**config.mk**
```make
export PLATFORM = sky130hd
export DESIGN_NAME = mdu_iter
export DESIGN_NICKNAME = d
export VERILOG_FILES = /design/src/rtl/mdu_iter_pkg.sv /design/src/rtl/mdu_iter_step.sv /design/src/rtl/mdu_iter.sv
export SDC_FILE = /design/constraint.sdc
export NUM_CORES = 1
export LEC_CHECK = 0
export ABC_AREA = 1
export BUFFER_PORTS_ARGS = -buffer_cell sky130_fd_sc_hd__buf_2
export CAP_MARGIN = 25
export CORE_UTILIZATION = 40
export CTS_CLUSTER_DIAMETER = 100
export DETAILED_ROUTE_END_ITERATION = 16
export GPL_TIMING_DRIVEN = 0
export PLACE_DENSITY = 0.56
export REMOVE_ABC_BUFFERS = 1
export SLEW_MARGIN = 20
export SYNTH_ARGS = -nofsm -noshare
export SYNTH_HDL_FRONTEND = slang
export SYNTH_HIERARCHICAL = 1
export SYNTH_SLANG_ARGS = --single-unit
export TNS_END_PERCENT = 1
```
**constraint.sdc**
```tcl
create_clock -name clk -period 3.09 [get_ports clk]
set_input_delay 0.4635 -clock clk [delete_from_list [all_inputs] [get_ports clk]]
set_output_delay 0.4635 -clock clk [all_outputs]
set_load 0.005 [all_outputs]
```
**src/rtl/mdu_iter_pkg.sv**
```systemverilog
// Shared definitions for the iterative multiply/divide unit.
package mdu_iter_pkg;

  localparam int unsigned MDU_DATA_WIDTH = 32;

  typedef enum logic [1:0] {
    MDU_MULT  = 2'b00,
    MDU_MULTU = 2'b01,
    MDU_DIV   = 2'b10,
    MDU_DIVU  = 2'b11
  } mdu_op_e;

  typedef enum logic [1:0] {
    S_IDLE = 2'b00,
    S_CALC = 2'b01,
    S_DONE = 2'b10
  } state_e;

endpackage

```
**src/rtl/mdu_iter_step.sv**
```systemverilog
// One radix-2 iteration: shift-add multiply or restoring divide on a 2W accumulator.
module mdu_step #(
  parameter int unsigned W = 32
) (
  input  logic [2*W-1:0] acc,
  input  logic [W-1:0]   operand,
  input  logic           div_mode,
  output logic [2*W-1:0] acc_next
);

  logic [W:0] sum;
  logic [W:0] rem_sh;
  logic [W:0] diff;

  // Multiply: {partial product, remaining multiplier bits}, shifted right each step.
  // Divide:   {partial remainder, dividend/quotient bits}, shifted left each step.
  always_comb begin
    sum    = {1'b0, acc[2*W-1:W]} + {1'b0, (acc[0] ? operand : {W{1'b0}})};
    rem_sh = {acc[2*W-1:W], acc[W-1]};
    diff   = rem_sh - {1'b0, operand};
    if (!div_mode) begin
      acc_next = {sum, acc[W-1:1]};
    end else if (!diff[W]) begin
      acc_next = {diff[W-1:0], acc[W-2:0], 1'b1};
    end else begin
      acc_next = {rem_sh[W-1:0], acc[W-2:0], 1'b0};
    end
  end

endmodule

```
**src/rtl/mdu_iter.sv**
```systemverilog
// Multi-cycle MULT/MULTU/DIV/DIVU unit owning the HI/LO pair; fixed DATA_WIDTH+1 cycle latency.
module mdu_iter
  import mdu_iter_pkg::*;
#(
  parameter int unsigned DATA_WIDTH = MDU_DATA_WIDTH
) (
  input  logic                  clk,
  input  logic                  resetn,
  input  logic                  in_valid,
  output logic                  in_ready,
  input  logic [1:0]            op,
  input  logic [DATA_WIDTH-1:0] A,
  input  logic [DATA_WIDTH-1:0] B,
  output logic                  out_valid,
  input  logic                  out_ready,
  output logic [DATA_WIDTH-1:0] hi,
  output logic [DATA_WIDTH-1:0] lo,
  output logic                  busy
);

  localparam int unsigned CW = $clog2(DATA_WIDTH) + 1;

  state_e                  state, state_next;
  mdu_op_e                 op_r;
  logic [2*DATA_WIDTH-1:0] acc, step_acc, prod_fix;
  logic [DATA_WIDTH-1:0]   operand, a_abs, b_abs, quot, rem, res_hi, res_lo;
  logic [CW-1:0]           count;
  logic                    neg_q, neg_r, div_zero;
  logic                    accept, last, in_div, in_signed, is_div;

  assign in_ready  = (state == S_IDLE);
  assign busy      = (state != S_IDLE);
  assign out_valid = (state == S_DONE);
  assign accept    = in_valid && in_ready;
  // Steps occupy counts 0..W-1; count W is the sign-fixup/writeback cycle.
  assign last      = (state == S_CALC) && (count == CW'(DATA_WIDTH));
  assign in_div    = op[1];
  assign in_signed = !op[0];
  assign is_div    = (op_r == MDU_DIV) || (op_r == MDU_DIVU);

  always_ff @(posedge clk or negedge resetn) begin
    if (!resetn) state <= S_IDLE;
    else         state <= state_next;
  end

  always_comb begin
    state_next = state;
    case (state)
      S_IDLE:  if (accept) state_next = S_CALC;
      S_CALC:  if (last) state_next = S_DONE;
      S_DONE:  if (out_ready) state_next = S_IDLE;
      default: state_next = S_IDLE;
    endcase
  end

  always_comb begin
    a_abs = (in_signed && A[DATA_WIDTH-1]) ? -A : A;
    b_abs = (in_signed && B[DATA_WIDTH-1]) ? -B : B;
  end

  mdu_step #(.W(DATA_WIDTH)) u_step (
    .acc      (acc),
    .operand  (operand),
    .div_mode (is_div),
    .acc_next (step_acc)
  );

  always_comb begin
    prod_fix = neg_q ? -acc : acc;
    quot     = acc[DATA_WIDTH-1:0];
    rem      = acc[2*DATA_WIDTH-1:DATA_WIDTH];
    if (is_div) begin
      res_lo = div_zero ? '1 : (neg_q ? -quot : quot);
      res_hi = neg_r ? -rem : rem;
    end else begin
      res_lo = prod_fix[DATA_WIDTH-1:0];
      res_hi = prod_fix[2*DATA_WIDTH-1:DATA_WIDTH];
    end
  end

  always_ff @(posedge clk or negedge resetn) begin
    if (!resetn) begin
      op_r     <= MDU_MULT;
      acc      <= '0;
      operand  <= '0;
      count    <= '0;
      neg_q    <= 1'b0;
      neg_r    <= 1'b0;
      div_zero <= 1'b0;
      hi       <= '0;
      lo       <= '0;
    end else if (accept) begin
      op_r     <= mdu_op_e'(op);
      acc      <= {{DATA_WIDTH{1'b0}}, (in_div ? a_abs : b_abs)};
      operand  <= in_div ? b_abs : a_abs;
      neg_q    <= in_signed && (A[DATA_WIDTH-1] ^ B[DATA_WIDTH-1]);
      neg_r    <= in_signed && A[DATA_WIDTH-1];
      div_zero <= (B == '0);
      count    <= '0;
    end else if (state == S_CALC) begin
      if (last) begin
        hi <= res_hi;
        lo <= res_lo;
      end else begin
        acc   <= step_acc;
        count <= count + 1'b1;
      end
    end
  end

endmodule

```
### Word-level counts from Yosys, hierarchy flattened

Cells that the tools add are included.

* multipliers: 0
* eq/ne operators: 9
* add/sub/neg operators: 8
* order comparisons: 0
* bitwise logic cells: 2
* muxes and demuxes: 23
* div/mod/pow operators: 0
* shift-type cells: 0
* reduce and logical (&&, ||, !) cells: 14

Operator list (count)
* $mux 64: 6
* $mux 32: 10
* $neg 32->32: 4
* $neg 64->64: 1
* $add 32x32->33: 1
* $sub 33x32->33: 1
* $logic_not 32->1: 1
* $mux 6: 3
* $add 6x1->6 const B: 1
* $eq 2x2->1 const B: 3
* $eq 6x6->1 const B: 1
* $mux 2: 3
* $pmux 2 s3: 1
* $reduce_and 3->1: 2
* $logic_and 1x1->1: 5
* $ne 2x1->1 const B: 2
* $ne 2x2->1 const B: 2
* $reduce_bool 2->1: 2
* $eq 2x1->1 const B: 1
* $logic_not 2->1: 1
* $reduce_and 2->1: 1
* $logic_not 1->1: 1
* $logic_or 1x1->1: 1
* $not 1->1: 1
* $xor 1x1->1: 1

* memories: 0
* latch bits: 0
* output and inout port bits: 67
* bits in writable memories: 0
* word-level logic and storage cells: 66
* memory bits (read-only): 0
* bits in registers: 173

### Depth between registers and ports, before layout

* depth in word-level cells: 6
* depth in mapped cells: 20
* depth with buffers taken out: 19

### Modules after synthesis

The synthesis kept the hierarchy.

Modules (own cells, without submodules)
* mdu_iter: cells an instance 1797, seq. area each 4304.1 um2, area an instance 11862.6 um2, times used 1
* mdu_step: cells an instance 1308, seq. area each 0.0 um2, area an instance 6356.1 um2, times used 1

### Worst setup path before layout

OpenSTA, ideal clock, no wires.

* kind: reg-to-reg
* from: reg acc[0]
* to: reg acc[43]
* path buffers: 2
* stages on the path, launching flop included: 18
* required time: 2969 ps
* clock period less this slack: 2578 ps
* arrival: 2457 ps
* path slack: 512 ps
* path through: dfrtp_1 clkbuf_1 clkbuf_1 nand2_1 inv_1 ha_1 fa_1 nand3_1 nand2_1 nand2_1 o211ai_1 nand2_1 nand2_1 or2_2 nand3_1 nand2_1 nand2_1 o21ai_1

* cells in the longest elaborated chain, start to end: 6

Ends and longest elaborated chain
* start: declaration: RTL line mdu_iter.sv:25 `logic [2*DATA_WIDTH-1:0] acc, step_acc, prod_fix;`
* start signal: assignment: RTL line mdu_iter.sv:94 `acc <= {{DATA_WIDTH{1'b0}}, (in_div ? a_abs : b_abs)};`
* start signal: assignment: RTL line mdu_iter.sv:105 `acc <= step_acc;`
* $mux 32: RTL line mdu_iter_step.sv:18 `sum = {1'b0, acc[2*W-1:W]} + {1'b0, (acc[0] ? operand : {W{1'b0}})};`
* $add 32x32->33: RTL line mdu_iter_step.sv:18
* $mux 64: RTL line mdu_iter_step.sv:21 `if (!div_mode) begin`
* via step_acc[43]: RTL line mdu_iter.sv:25
* $mux 64: RTL line mdu_iter.sv:101 `if (last) begin`
* $mux 64: RTL line mdu_iter.sv:100 `end else if (state == S_CALC) begin`
* $mux 64: RTL line mdu_iter.sv:92 `end else if (accept) begin`

The timed path passes the listed nets, and every way through them passes these cells. The select of a mux whose other input is x is not followed.
A chain may end at the register's enable or synchronous reset.

### Worst setup path in the final report

* from: reg operand[24]
* to: reg acc[62]

* cells in the longest elaborated chain, start to end: 6
* elaborated cells on any way between the ends: 8
* classes of those cells: add/sub (2); mux (6)

Ends and longest elaborated chain
* start: declaration: RTL line mdu_iter.sv:26 `logic [DATA_WIDTH-1:0] operand, a_abs, b_abs, quot, rem, res_hi, res_lo;`
* start signal: assignment: RTL line mdu_iter.sv:95 `operand <= in_div ? b_abs : a_abs;`
* $sub 33x32->33 or $mux 32 (tied branches): RTL line mdu_iter_step.sv:20, mdu_iter_step.sv:18
* $mux 64 or $add 32x32->33 (tied branches): RTL line mdu_iter_step.sv:23, mdu_iter_step.sv:18
* $mux 64 (*): RTL line mdu_iter_step.sv:21
* via step_acc[62]: RTL line mdu_iter.sv:25
* $mux 64 (*): RTL line mdu_iter.sv:101
* $mux 64 (*): RTL line mdu_iter.sv:100
* $mux 64 (*): RTL line mdu_iter.sv:92

The timed path passes the listed nets; every way through them passes the cells marked *. The select of a mux whose other input is x is not followed.

==> reports/results.tsv <==
metric	value	unit
cp.buffers_inverters	2	
hold_path_class	in2async	
grt_overflow	0	
antenna_found_initial	1	
slowest_stage	dfrtp_1	
rr_startpoint	operand[24]	
r2r_setup_slack	0.13	ns
grt.total_usage	31.6	%
crit_path_end_kind	flip-flop	
critPathTopFamily	simple AND/OR/NAND/NOR gates	
critPathLaunchType	flip-flop	
io_pins	137	
cts_tree	built	
p_leak	0.0107	µW
synthCells	3105	
register_area	4320	µm²
ir_drop	0.626	mV
max-cap-violations	0	
finClkSkew	0.0164	ns
clkLatencyLatePin	0.47	ns
crit_required	3.41	ns
mostFrequentLayoutCells	1064 x nand2_1, 444 x inv_1, 342 x nand3_1	
h-tree-depth	4	
synth_compound_gate_area_share	11.3	%
initial_core_util	40.8	%
hold_buffers	0	
rsz0062_at_grt	yes	
layout_commonest_cell	nand2_1	
cts_made_buffers	17	
clk_pin_slew	0.08	ns
ys_types	61	
fp.dieW	215	µm
first_pass_iters	6	
drtIter0Drc	1587	
layout-drive-gt1-share	9.81	%
r2r-end	acc[62]	
path_common_cell	nand2_1	
area_delta_synth_final	10.2	%
final_max_slew_viol_count	0	
period_share	95.8	%
fmax	338	MHz
fill_cells	4995	
grt_max_degree	95	
ys_seq_area_share	23.6	%
ys_ff_latch	172	
synth_simple_gate_area_share	44.7	%
fin_crit	2.96	ns
die_h	215	µm
finalHoldViolations	0	
slew_headroom	44.4	%
drtAntennaViolNets	0	
path_cells	inv_1 -> ha_1 -> nand2_1 -> nor2_1 -> nand2_1 -> inv_1 -> a21oi_4 -> nand3_4 -> nand2_8 -> nand3_1 -> nand2_1 -> nand2_1 -> nand2_1 -> o21ai_0	
placed_cells	3753	
synth_top_family_by_area	simple AND/OR/NAND/NOR gates	
synth.area.mux_share	0	%
path_class	reg2reg	
via_per_inst	5.35	
gp_congestion	0.970	
final_nets	3329	
diodes	0	
yosys_warnings	6	
power.density	1200	nW/µm²
outcome	finished clean	
drc	0	
grt_pass1_wl	111	mm
wl	74.1	mm
core.rowCount	77	
setup_violations	0	
clock_sinks	172	
synthAdderAreaFrac	5.03	%
r2r_cells	14	
clockRootBuffer	clkbuf_16	
syn_area	18200	µm²
grt_pass1_vias	19000	
coreArea	44600	µm²
max_slew.worst_pin.slew	0.834	ns
die_area	46400	µm²
num_vias	20300	
layout.cells.non_filler	3792	
port_buffers	136	
wl_per_cell	19.5	µm
avgSynthCellArea	5.87	µm²
crit_arrival	3.28	ns
synth_xor_area_share	2.93	%
path_max_fanout	18	
dp_hpwl	59.4	mm
multiInputGateArea	11800	µm²
cpPeakStageDelay	0.52	ns
cts_max_path_buffers	2	
hold-worst-slack	0.0305	ns
-- cell usage after synthesis (all sizes together) --
cell type     n  area [µm²]
nand2      1106        4320
inv         459        1730
nand3       346        1760
nor2        320        1340
o21ai       191         986
dfrtp       172        4300
a21oi       118         617
ha           70         876
buf          56         410
xor2         40         350
nand4        39         250
clkbuf       31         120
nand3b       22         178
nor3         20         110
xnor2        20         183
or2          19         119
a31oi        14        87.6
o21bai       11        82.6
o22ai         8        50.1
o221ai        7        61.3
a21o          6        45.0
and2          6        37.5
o211ai        6        45.0
nor4          3        18.8
o21a          3        22.5
fa            2        40.0
o31ai         2        15.0
a211oi        1        7.51
a21boi        1        7.51
a22o          1        8.76
a22oi         1        7.51
a32o          1        10.0
and3          1        6.26
clkinv        1        3.75
nand2b        1        6.26
-- final cells by class --
cell class / instances / share of cell area [%]
timing repair buffer: 148 / 4.51
inverter: 460 / 8.71
tap: 592 / 3.69
clock buffer: 18 / 2.19
clock inverter: 14 / 0.785
multi-input combinational: 2388 / 58.6
sequential: 172 / 21.5
-- layer usage --
layer	vias up	wire (µm)	track usage, %
met1	9533	31800	40.2
met3	100	4140	3.76
met2	640	35900	55.0
li1	10000	-	-
met5	-	0	0
met4	0	2250	10.5
-- power breakdown --
group	switching [µW]	internal, µW	total [µW]
combinational	11300	5410	16700
clock	1100	1170	2270
sequential	1850	3350	5200
-- how the worst max path moves through the flow --
stage | startpoint | endpoint | slack [ns] | cells past startpoint
global placement | op_r[1] | acc[3] | -2.96 | 6
global route | operand[27] | acc[49] | -0.02 | 14
floorplan | op_r[1] | acc[7] | -0.60 | 7
finish | operand[24] | acc[62] | 0.13 | 14
detailed placement | count[0] | lo[13] | -0.77 | 11
CTS | acc[31] | acc[34] | -0.02 | 18
-- stage by stage --
step	setup WS, ns	power (µW)	TNS, ns	area (µm²)	utilization, %
floorplan	-0.600	15500	-20.34	17700	-
global placement	-2.96	21200	-443.63	19100	42.8
detailed placement	-0.765	21400	-17.56	19300	43.2
CTS	-0.0193	23800	-0.0335	19900	44.7
global route	-0.0204	26400	-0.0365	20100	45.0
finish	0.130	24200	0	20100	45.0
-- worst register-to-register path, cell delays in order, from the launching register on --
cell	delay, ns
dfrtp_1	0.52
inv_1	0.10
ha_1	0.38
nand2_1	0.13
nor2_1	0.07
nand2_1	0.15
inv_1	0.10
a21oi_4	0.29
nand3_4	0.34
nand2_8	0.23
nand3_1	0.14
nand2_1	0.13
nand2_1	0.10
nand2_1	0.07
o21ai_0	0.07
-- logic make-up (layout without fill, tap and decap cells) --
logic type	Yosys count	in the layout
AOI/OAI and AO/OA	371	371
xor gates and xnor gates	60	60
adders and majority gates	72	72
buffers and inverters	547	640
DFF	172	172
and+or+nand+nor	1883	1885
-- registers in the layout, indices dropped and copies added (netlist names) --
register	flops
operand	32
acc	64
count	6
op_r	1
hi	32
neg_q	1
state	2
div_zero	1
neg_r	1
lo	32
-- timing repair --
action / CTS / global route
pin swaps: 0 / 4
resized for setup: 9 / 15
setup buffers: 0 / 5
gates cloned: 0 / 2
setup endpoints to repair: 48 / 42
Note: power is estimated with default switching activity, not from simulation.
